<file path="src/rtl/ps2_pkg.sv">
// Shared types and constants for the PS/2 keypad receiver: frame states, special scan
// codes and the scan-code to hex-nibble lookup.
package ps2_pkg;

  typedef enum logic [1:0] {
    StIdle,
    StData,
    StParity,
    StStop
  } frame_st_e;

  localparam logic [7:0] BRK_CODE  = 8'hF0;
  localparam logic [7:0] EXT_CODE  = 8'hE0;
  localparam logic [7:0] BKSP_CODE = 8'h66;
  localparam logic [7:0] ESC_CODE  = 8'h76;

  // Returns {valid, nibble}; valid is clear for any code that is not a hex make code.
  function automatic logic [4:0] scan_to_hex(input logic [7:0] code);
    logic [4:0] res;
    res = 5'h00;
    case (code)
      8'h45:   res = {1'b1, 4'h0};
      8'h16:   res = {1'b1, 4'h1};
      8'h1E:   res = {1'b1, 4'h2};
      8'h26:   res = {1'b1, 4'h3};
      8'h25:   res = {1'b1, 4'h4};
      8'h2E:   res = {1'b1, 4'h5};
      8'h36:   res = {1'b1, 4'h6};
      8'h3D:   res = {1'b1, 4'h7};
      8'h3E:   res = {1'b1, 4'h8};
      8'h46:   res = {1'b1, 4'h9};
      8'h1C:   res = {1'b1, 4'hA};
      8'h32:   res = {1'b1, 4'hB};
      8'h21:   res = {1'b1, 4'hC};
      8'h23:   res = {1'b1, 4'hD};
      8'h24:   res = {1'b1, 4'hE};
      8'h2B:   res = {1'b1, 4'hF};
      default: res = 5'h00;
    endcase
    return res;
  endfunction

endpackage

</file>
<file path="src/rtl/ps2_line_filter.sv">
// Two-flop synchronizer, glitch filter and falling-edge detector for one PS/2 line.
// With FILTER_LEN=1 it acts as a plain synchronizer with one extra register stage.
module ps2_line_filter #(
  parameter int unsigned FILTER_LEN = 8
) (
  input  logic clk_i,
  input  logic reset_i,
  input  logic line_i,
  output logic level_o,
  output logic fall_o
);

  localparam int unsigned CntW = (FILTER_LEN > 1) ? $clog2(FILTER_LEN) : 1;

  logic [1:0]      sync_q;
  logic            filt_q;
  logic            fall_q;
  logic [CntW-1:0] cnt_q;

  always_ff @(posedge clk_i) begin
    if (reset_i) begin
      sync_q <= 2'b11;
      filt_q <= 1'b1;
      fall_q <= 1'b0;
      cnt_q  <= '0;
    end else begin
      sync_q <= {sync_q[0], line_i};
      fall_q <= 1'b0;
      // Count consecutive samples that disagree with the filtered level.
      if (sync_q[1] == filt_q) begin
        cnt_q <= '0;
      end else if (cnt_q == CntW'(FILTER_LEN - 1)) begin
        filt_q <= sync_q[1];
        fall_q <= filt_q;
        cnt_q  <= '0;
      end else begin
        cnt_q <= cnt_q + 1'b1;
      end
    end
  end

  assign level_o = filt_q;
  assign fall_o  = fall_q;

endmodule

</file>
<file path="src/rtl/ps2_keypad_rx.sv">
// PS/2 keyboard receiver that turns hex make codes into a 4-nibble digit shift register.
// Optional frame timeout is enabled by defining PS2_RX_TIMEOUT_EN.
module ps2_keypad_rx
  import ps2_pkg::*;
#(
  parameter int unsigned FILTER_LEN     = 8,
  parameter int unsigned TIMEOUT_CYCLES = 200000
) (
  input  logic        clk_i,
  input  logic        reset_i,
  input  logic        ps2_clk_i,
  input  logic        ps2_data_i,
  output logic [15:0] digits_o,
  output logic [3:0]  digit_en_o,
  output logic        key_strobe_o,
  output logic        frame_err_o
);

  logic sample;
  logic clk_level_unused;
  logic data_lvl;
  logic data_fall_unused;

  ps2_line_filter #(.FILTER_LEN(FILTER_LEN)) u_clk_filter (
    .clk_i   (clk_i),
    .reset_i (reset_i),
    .line_i  (ps2_clk_i),
    .level_o (clk_level_unused),
    .fall_o  (sample)
  );

  ps2_line_filter #(.FILTER_LEN(1)) u_data_sync (
    .clk_i   (clk_i),
    .reset_i (reset_i),
    .line_i  (ps2_data_i),
    .level_o (data_lvl),
    .fall_o  (data_fall_unused)
  );

  frame_st_e   state_q;
  logic [2:0]  bit_cnt_q;
  logic [7:0]  shift_q;
  logic        par_q;
  logic        byte_valid_q;
  logic        frame_err_q;
  logic        tmo_q;

`ifdef PS2_RX_TIMEOUT_EN
  localparam int unsigned TmoW = $clog2(TIMEOUT_CYCLES + 1);
  logic [TmoW-1:0] tmo_cnt_q;
`else
  localparam int unsigned TimeoutUnused = TIMEOUT_CYCLES;
  assign tmo_q = 1'b0;
`endif

  always_ff @(posedge clk_i) begin
    if (reset_i) begin
      state_q      <= StIdle;
      bit_cnt_q    <= '0;
      shift_q      <= '0;
      par_q        <= 1'b0;
      byte_valid_q <= 1'b0;
      frame_err_q  <= 1'b0;
`ifdef PS2_RX_TIMEOUT_EN
      tmo_q        <= 1'b0;
      tmo_cnt_q    <= '0;
`endif
    end else begin
      byte_valid_q <= 1'b0;
      frame_err_q  <= 1'b0;
      if (sample) begin
        unique case (state_q)
          StIdle: begin
            if (!data_lvl) begin
              state_q   <= StData;
              bit_cnt_q <= '0;
            end
          end
          StData: begin
            shift_q   <= {data_lvl, shift_q[7:1]};
            bit_cnt_q <= bit_cnt_q + 3'd1;
            if (bit_cnt_q == 3'd7) state_q <= StParity;
          end
          StParity: begin
            par_q   <= data_lvl;
            state_q <= StStop;
          end
          StStop: begin
            if (data_lvl && (^{shift_q, par_q})) byte_valid_q <= 1'b1;
            else                                 frame_err_q  <= 1'b1;
            state_q <= StIdle;
          end
          default: state_q <= StIdle;
        endcase
      end
`ifdef PS2_RX_TIMEOUT_EN
      tmo_q <= 1'b0;
      if (state_q == StIdle || sample) begin
        tmo_cnt_q <= '0;
      end else if (tmo_cnt_q == TmoW'(TIMEOUT_CYCLES - 1)) begin
        state_q     <= StIdle;
        frame_err_q <= 1'b1;
        tmo_q       <= 1'b1;
        tmo_cnt_q   <= '0;
      end else begin
        tmo_cnt_q <= tmo_cnt_q + 1'b1;
      end
`endif
    end
  end

  logic [15:0] digits_q;
  logic [3:0]  digit_en_q;
  logic        strobe_q;
  logic        brk_q;
  logic        ext_q;
  logic [4:0]  hex;

  assign hex = scan_to_hex(shift_q);

  always_ff @(posedge clk_i) begin
    if (reset_i) begin
      digits_q   <= '0;
      digit_en_q <= '0;
      strobe_q   <= 1'b0;
      brk_q      <= 1'b0;
      ext_q      <= 1'b0;
    end else begin
      strobe_q <= 1'b0;
      if (tmo_q) begin
        brk_q <= 1'b0;
        ext_q <= 1'b0;
      end
      if (byte_valid_q) begin
        if (shift_q == BRK_CODE) begin
          brk_q <= 1'b1;
        end else if (shift_q == EXT_CODE) begin
          ext_q <= 1'b1;
        end else if (brk_q) begin
          // Release code: the byte after F0 never acts as a key.
          brk_q <= 1'b0;
          ext_q <= 1'b0;
        end else if (ext_q) begin
          ext_q <= 1'b0;
        end else if (hex[4]) begin
          digits_q   <= {digits_q[11:0], hex[3:0]};
          digit_en_q <= {digit_en_q[2:0], 1'b1};
          strobe_q   <= 1'b1;
        end else if (shift_q == BKSP_CODE) begin
          digits_q   <= {4'h0, digits_q[15:4]};
          digit_en_q <= {1'b0, digit_en_q[3:1]};
          strobe_q   <= 1'b1;
        end else if (shift_q == ESC_CODE) begin
          digits_q   <= '0;
          digit_en_q <= '0;
          strobe_q   <= 1'b1;
        end
      end
    end
  end

  assign digits_o     = digits_q;
  assign digit_en_o   = digit_en_q;
  assign key_strobe_o = strobe_q;
  assign frame_err_o  = frame_err_q;

endmodule

</file>
<file path="config.mk">
export PLATFORM = sky130hd
export DESIGN_NAME = ps2_keypad_rx
export DESIGN_NICKNAME = d
export VERILOG_FILES = /design/src/rtl/ps2_pkg.sv /design/src/rtl/ps2_line_filter.sv /design/src/rtl/ps2_keypad_rx.sv
export SDC_FILE = /design/constraint.sdc
export NUM_CORES = 1
export LEC_CHECK = 0
export CAP_MARGIN = 15
export CORE_MARGIN = 2
export CORE_UTILIZATION = 57
export DETAILED_ROUTE_END_ITERATION = 12
export MAX_ROUTING_LAYER = met4
export PLACE_DENSITY_LB_ADDON = 0.2
export SKIP_CTS_REPAIR_TIMING = 1
export SLEW_MARGIN = 5
export SYNTH_ARGS = -nofsm -noshare
export SYNTH_HDL_FRONTEND = slang
export SYNTH_HIERARCHICAL = 1
export SYNTH_SLANG_ARGS = --single-unit
</file>
<file path="constraint.sdc">
create_clock -name clk_i -period 2.5 [get_ports clk_i]
set_input_delay 0.5 -clock clk_i [delete_from_list [all_inputs] [get_ports clk_i]]
set_output_delay 0.5 -clock clk_i [all_outputs]
set_load 0.03 [all_outputs]
</file>
==> impl_metrics.ini <==
[global_route]
grt_pass1_vias = 2084
grtUsageTotal_pct = 24.0
antenna_found_initial = 0
grt_busiest_layer = met2
use_met1_pct = 31.4
grtUsageMet2_pct = 37.2
grt_max_degree = 44
grt_first_pass_wirelength_um = 9910
met3_usage_pct = 4.53
overflow = 0

[critical_path]
worstPathMaxFanout = 14
crit_slowest_cell = dfxtp_1
reg2reg_setup_slack_ns = 0.25
slowest_delay_ns = 0.62
critPathArrivalTime_ns = 2.45
cp.required_ns = 2.70
cp_num_buf_inv = 0
crit_family = simple AND/OR/NAND/NOR gates
startpoint_type = flip-flop
worstSetupEndpointType = flip-flop
path_class = flip-flop to flip-flop
path_cells = nand2b_1, o41ai_2, nor3_2, o31ai_4, mux2_4

[clock_tree]
tritoncts = built
clkSinkCount = 50
cts_root_buffer = clkbuf_8
cts_made_buffers = 5
clk_latency_ns = 0.30
clk_path_buf_depth = 2
htree_levels = 2
path_clk_slew_ns = 0.09

[cells_and_area]
area_growth_syn_to_layout_pct = 12.6
final_layout_size_suffix_gt1_share_pct = 14.8
multi_input_area_sq_mm = 0.00159
ff_latch_area_sq_mm = 0.00100
fillers = 400
fin_nets = 335
antenna_cells = 0

[sta]
min_period_ns = 2.25
rsz0062_at_grt = false
finalSetupTns_ns = 0
slew_violations = 0
finalHoldViolCount = 0
fmax_mhz = 445
slew_headroom_pct = 50.3
period_share_pct = 89.8
setup_viol = 0
timing.hold.ws_ns = 0.420
fin_skew_ns = 0.00617
worst_slew_pin_slew_ns = 0.742

[place]
routabilityCongestion = 0.828
dpl.hpwl_um = 4030
io_buffers = 25

[yosys]
syn_area_per_cell_sq_um = 9.09
netlist_instances = 305
syn_area_sq_mm = 0.00277
syn_nets = 317
yosys_warnings = 6

[pwr]
swShare_pct = 22.6
p_leak_uw = 0.00100
power.switching_uw = 295
vdd_drop_max_v = 0.000381
clock_power_share_pct = 36.3
power_density_mw_per_mm2 = 419
p_total_uw = 1310
pwr-share-comb_pct = 2.3
seqPwrFrac_pct = 61.4
p_int_uw = 1010

[routing]
dr.pass1.iters = 4
dr.first_iter.drc_count = 142
ant_nets = 0
drc = 0
vias_per_cell = 6.17
wl_per_cell_um = 15.7
wl_um = 5920
via_count = 2332

[floorplanning]
coreArea_sq_mm = 0.00469
num_io_pins = 26
die_x_um = 73.7
initial_core_util_pct = 59.1
num_rows = 25
die_y_um = 73.7
die-area_sq_mm = 0.00544

[flow_run]
cap_violations = 0

[worst_hold_path]
hold_path_class = flip-flop to flip-flop

[run_status]
status = finished clean
power by group through the flow:
stage               clock [uW]  sequential (uW)  combinational [uW]
CTS                        490              804                30.0
floorplan                    0              822                19.1
global placement             0              822                29.6
finish                     475              804                30.0
detailed placement           0              823                29.9
global route               523              805                32.3
state kept, by name (all words and copies together) (netlist names):
signal                count
digit_en_o                4
u_data_sync/cnt_q         1
u_data_sync/level_o       1
u_clk_filter/level_o      1
bit_cnt_q                 3
state_q                   2
brk_q                     1
digits_o                 16
u_data_sync/sync_q        2
frame_err_o               1
ext_q                     1
u_clk_filter/sync_q       2
u_clk_filter/fall_o       1
shift_q                   8
byte_valid_q              1
key_strobe_o              1
par_q                     1
u_clk_filter/cnt_q        3
final cells by class:
class                           count  share of cell area, %
Clock buffer                        5                   2.20
Clock inverter                      3                  0.601
Inverter                           17                   2.04
Multi-Input combinational cell    215                   50.8
Sequential cell                    50                   32.1
Tap cell                           54                   2.16
Timing Repair Buffer               34                   10.2
path summary, 6_finish.rpt:
kind / depth (start not counted) / from / end
max reg2reg: 5 / shift_q[3] / digits_o[0]
max: 5 / shift_q[3] / digits_o[0]
min: 1 / u_data_sync/sync_q[0] / u_data_sync/sync_q[1]
min reg2reg: 1 / u_data_sync/sync_q[0] / u_data_sync/sync_q[1]
metrics by stage:
stage                     cell area, sq um  utilization [%]  setup slack [ns]  instances
final                                 3120             66.6             0.255        378
after global routing                  3120             66.6            0.0776        378
after CTS                             3120             66.6             0.262        378
after global placement                3040             64.7             0.366        370
after floorplan                       2770                -             0.661        305
after detailed placement              3040             64.7             0.280        370
per-layer routing:
metal	part of all wire, %	vias to the layer above
li1	-	1157
met2	48	65
met4	1.4	0
met1	46	1101
met5	0	-
met3	4.5	9
layout by cell type (no fill, tap or decap), types with 8 or more instances in the layout:
master            n
a21oi_1          24
a221oi_2         10
buf_4             9
clkdlybuf4s50_1  25
dfxtp_1          50
ha_1              8
inv_1            16
nand2_1          16
nand2b_1         14
nand3_1          11
nor2_1           13
o21ai_0          14
o22ai_1          10
Note: power is estimated with default switching activity, not from simulation.
==> RTL edit (same flow settings) <==
Reset style: asynchronous (`reset_i`), changed in 3 clocked blocks.
--- a/src/rtl/ps2_line_filter.sv
+++ b/src/rtl/ps2_line_filter.sv
@@ -19,3 +19,3 @@
 
-  always_ff @(posedge clk_i) begin
+  always_ff @(posedge clk_i or posedge reset_i) begin
     if (reset_i) begin
--- a/src/rtl/ps2_keypad_rx.sv
+++ b/src/rtl/ps2_keypad_rx.sv
@@ -55,3 +55,3 @@
 
-  always_ff @(posedge clk_i) begin
+  always_ff @(posedge clk_i or posedge reset_i) begin
     if (reset_i) begin
@@ -120,3 +120,3 @@
 
-  always_ff @(posedge clk_i) begin
+  always_ff @(posedge clk_i or posedge reset_i) begin
     if (reset_i) begin
Formal check against the unedited RTL: same outputs for any inputs over 10 cycles, from zero or initial values and one cycle with reset_i high; that may be too few to reach the edited logic, so the function may still have changed.
==> RTL edit against the original RTL <==
  * Sequential cell count shrank 1
  * Hold slack lost 0.060 ns
  * Sequential share of layout area is 8.4 points higher
  * Setup slack lost 0.065 ns
  * Routed wire length down 17%
  * Synthesized area decreased by 5.3%
  * Count of clock-buffer cells in the layout increased by 2
  * Final area shrank 2.4%
Power is not compared: it rests on default switching activity, and its combinational part moved more than twofold at a synthesized area within 25%.
==> RTL edit: results (changes against the original RTL) <==
Share of layout cells above drive strength 1: 0.2222 (+0.07407)
Rel. slew slack: 0.6429 (+0.1402)
Total Wirelength: 4887 um (-17%)
Vias in the first global route: 1858 (-11%)
Metal2 WL: 2380 um (-17%)
Starting DRT DRC Count: 117 (-18%)
Largest net degree at the start of global routing: 40 (-9.1%)
M1 WL: 2246 um (-17%)
Worst hold path type: reg2reg
Layout Nets: 273 (-19%)
Final Wtd Congestion: 0.9133 (+10%)
Area post-placement: 0.002942 mm^2 (-3.1%)
ANT cells: 0 (unchanged)
Drt pass-1 iters: 5 (+1)
Total Routing Usage GR: 0.2203 (-0.01957)
Clk pwr share: 0.348
Status: finished clean
Crit path DAT: 2.51 ns (+0.06 ns)
First-pass GRT wire length: 8611 um (-13%)
Met3 WL post-DR: 166 um (-38%)
Worst-Skew Late Latency: 0.30 ns (about the same)
Reg clk slew, reported paths: 0.09 ns (about the same)
# H-tree levels: 2 (unchanged)
Net Count, Synth: 245 (-23%)
CP Max Fanout: 21 (+7)
Hpwl dp: 3523 um (-13%)
Largest register FFs: 16 (unchanged)
Leak pwr: 1.331 nW
Drt via density: 5.898 (-4.4%)
Clock skew: 0.005843 ns (-0.0003251 ns)
Pre-CTS setup slack: 0.1506 ns (-0.1291 ns)
Initial antenna violation count: 0 (unchanged)
Filler cell count: 329 (-18%)
## RTL edit: per-stage QoR
stage,hold slack [ns],instances,utilization
after floorplan,0.3012,232,-
after global placement,0.3477,305,0.6709
after detailed placement,0.3478,305,0.6709
after CTS,0.3625,313,0.6949
after global routing,0.3642,313,0.6949
final,0.3601,313,0.6949
## RTL edit: path summary, 6_finish.rpt
check	from	slack, ns	to	cells after the start
setup / recovery	shift_q[0]$_DFFE_PP0P_	0.19	digits_o[1]$_DFFE_PP0P_	7
hold reg to reg	u_data_sync/sync_q[0]$_DFF_PP1_	0.36	u_data_sync/sync_q[1]$_DFF_PP1_	0
min in group asynchronous	reset_i	0.47	u_clk_filter/cnt_q[2]$_DFF_PP0_	2
setup reg to reg	shift_q[0]$_DFFE_PP0P_	0.19	digits_o[1]$_DFFE_PP0P_	7
max in group asynchronous	reset_i	1.49	state_q[1]$_DFFE_PP0P_	3
hold / removal	u_data_sync/sync_q[0]$_DFF_PP1_	0.36	u_data_sync/sync_q[1]$_DFF_PP1_	0
## RTL edit: layer usage
metal	global-route usage	vias to the layer above
li1	-	899
met1	0.2873	901
met2	0.3447	37
met3	0.04360	9
met4	0.07966	0
met5	-	-
## RTL edit: final cells by class
cell class,instances,area share
flip-flops and latches,49,0.4049
multi-input cells,147,0.3988
repair buffers,37,0.1158
clock buffers,7,0.03162
inverters,20,0.02464
well taps,52,0.02136
clock inverters,1,0.002875
## RTL edit: critical path, cell delays in order (launching register included)
cell	delay (ns)
dfrtp_1	0.52
nand2b_4	0.09
or4b_4	0.52
a211oi_2	0.25
nor4b_2	0.09
a21oi_2	0.20
buf_12	0.19
mux2_2	0.34
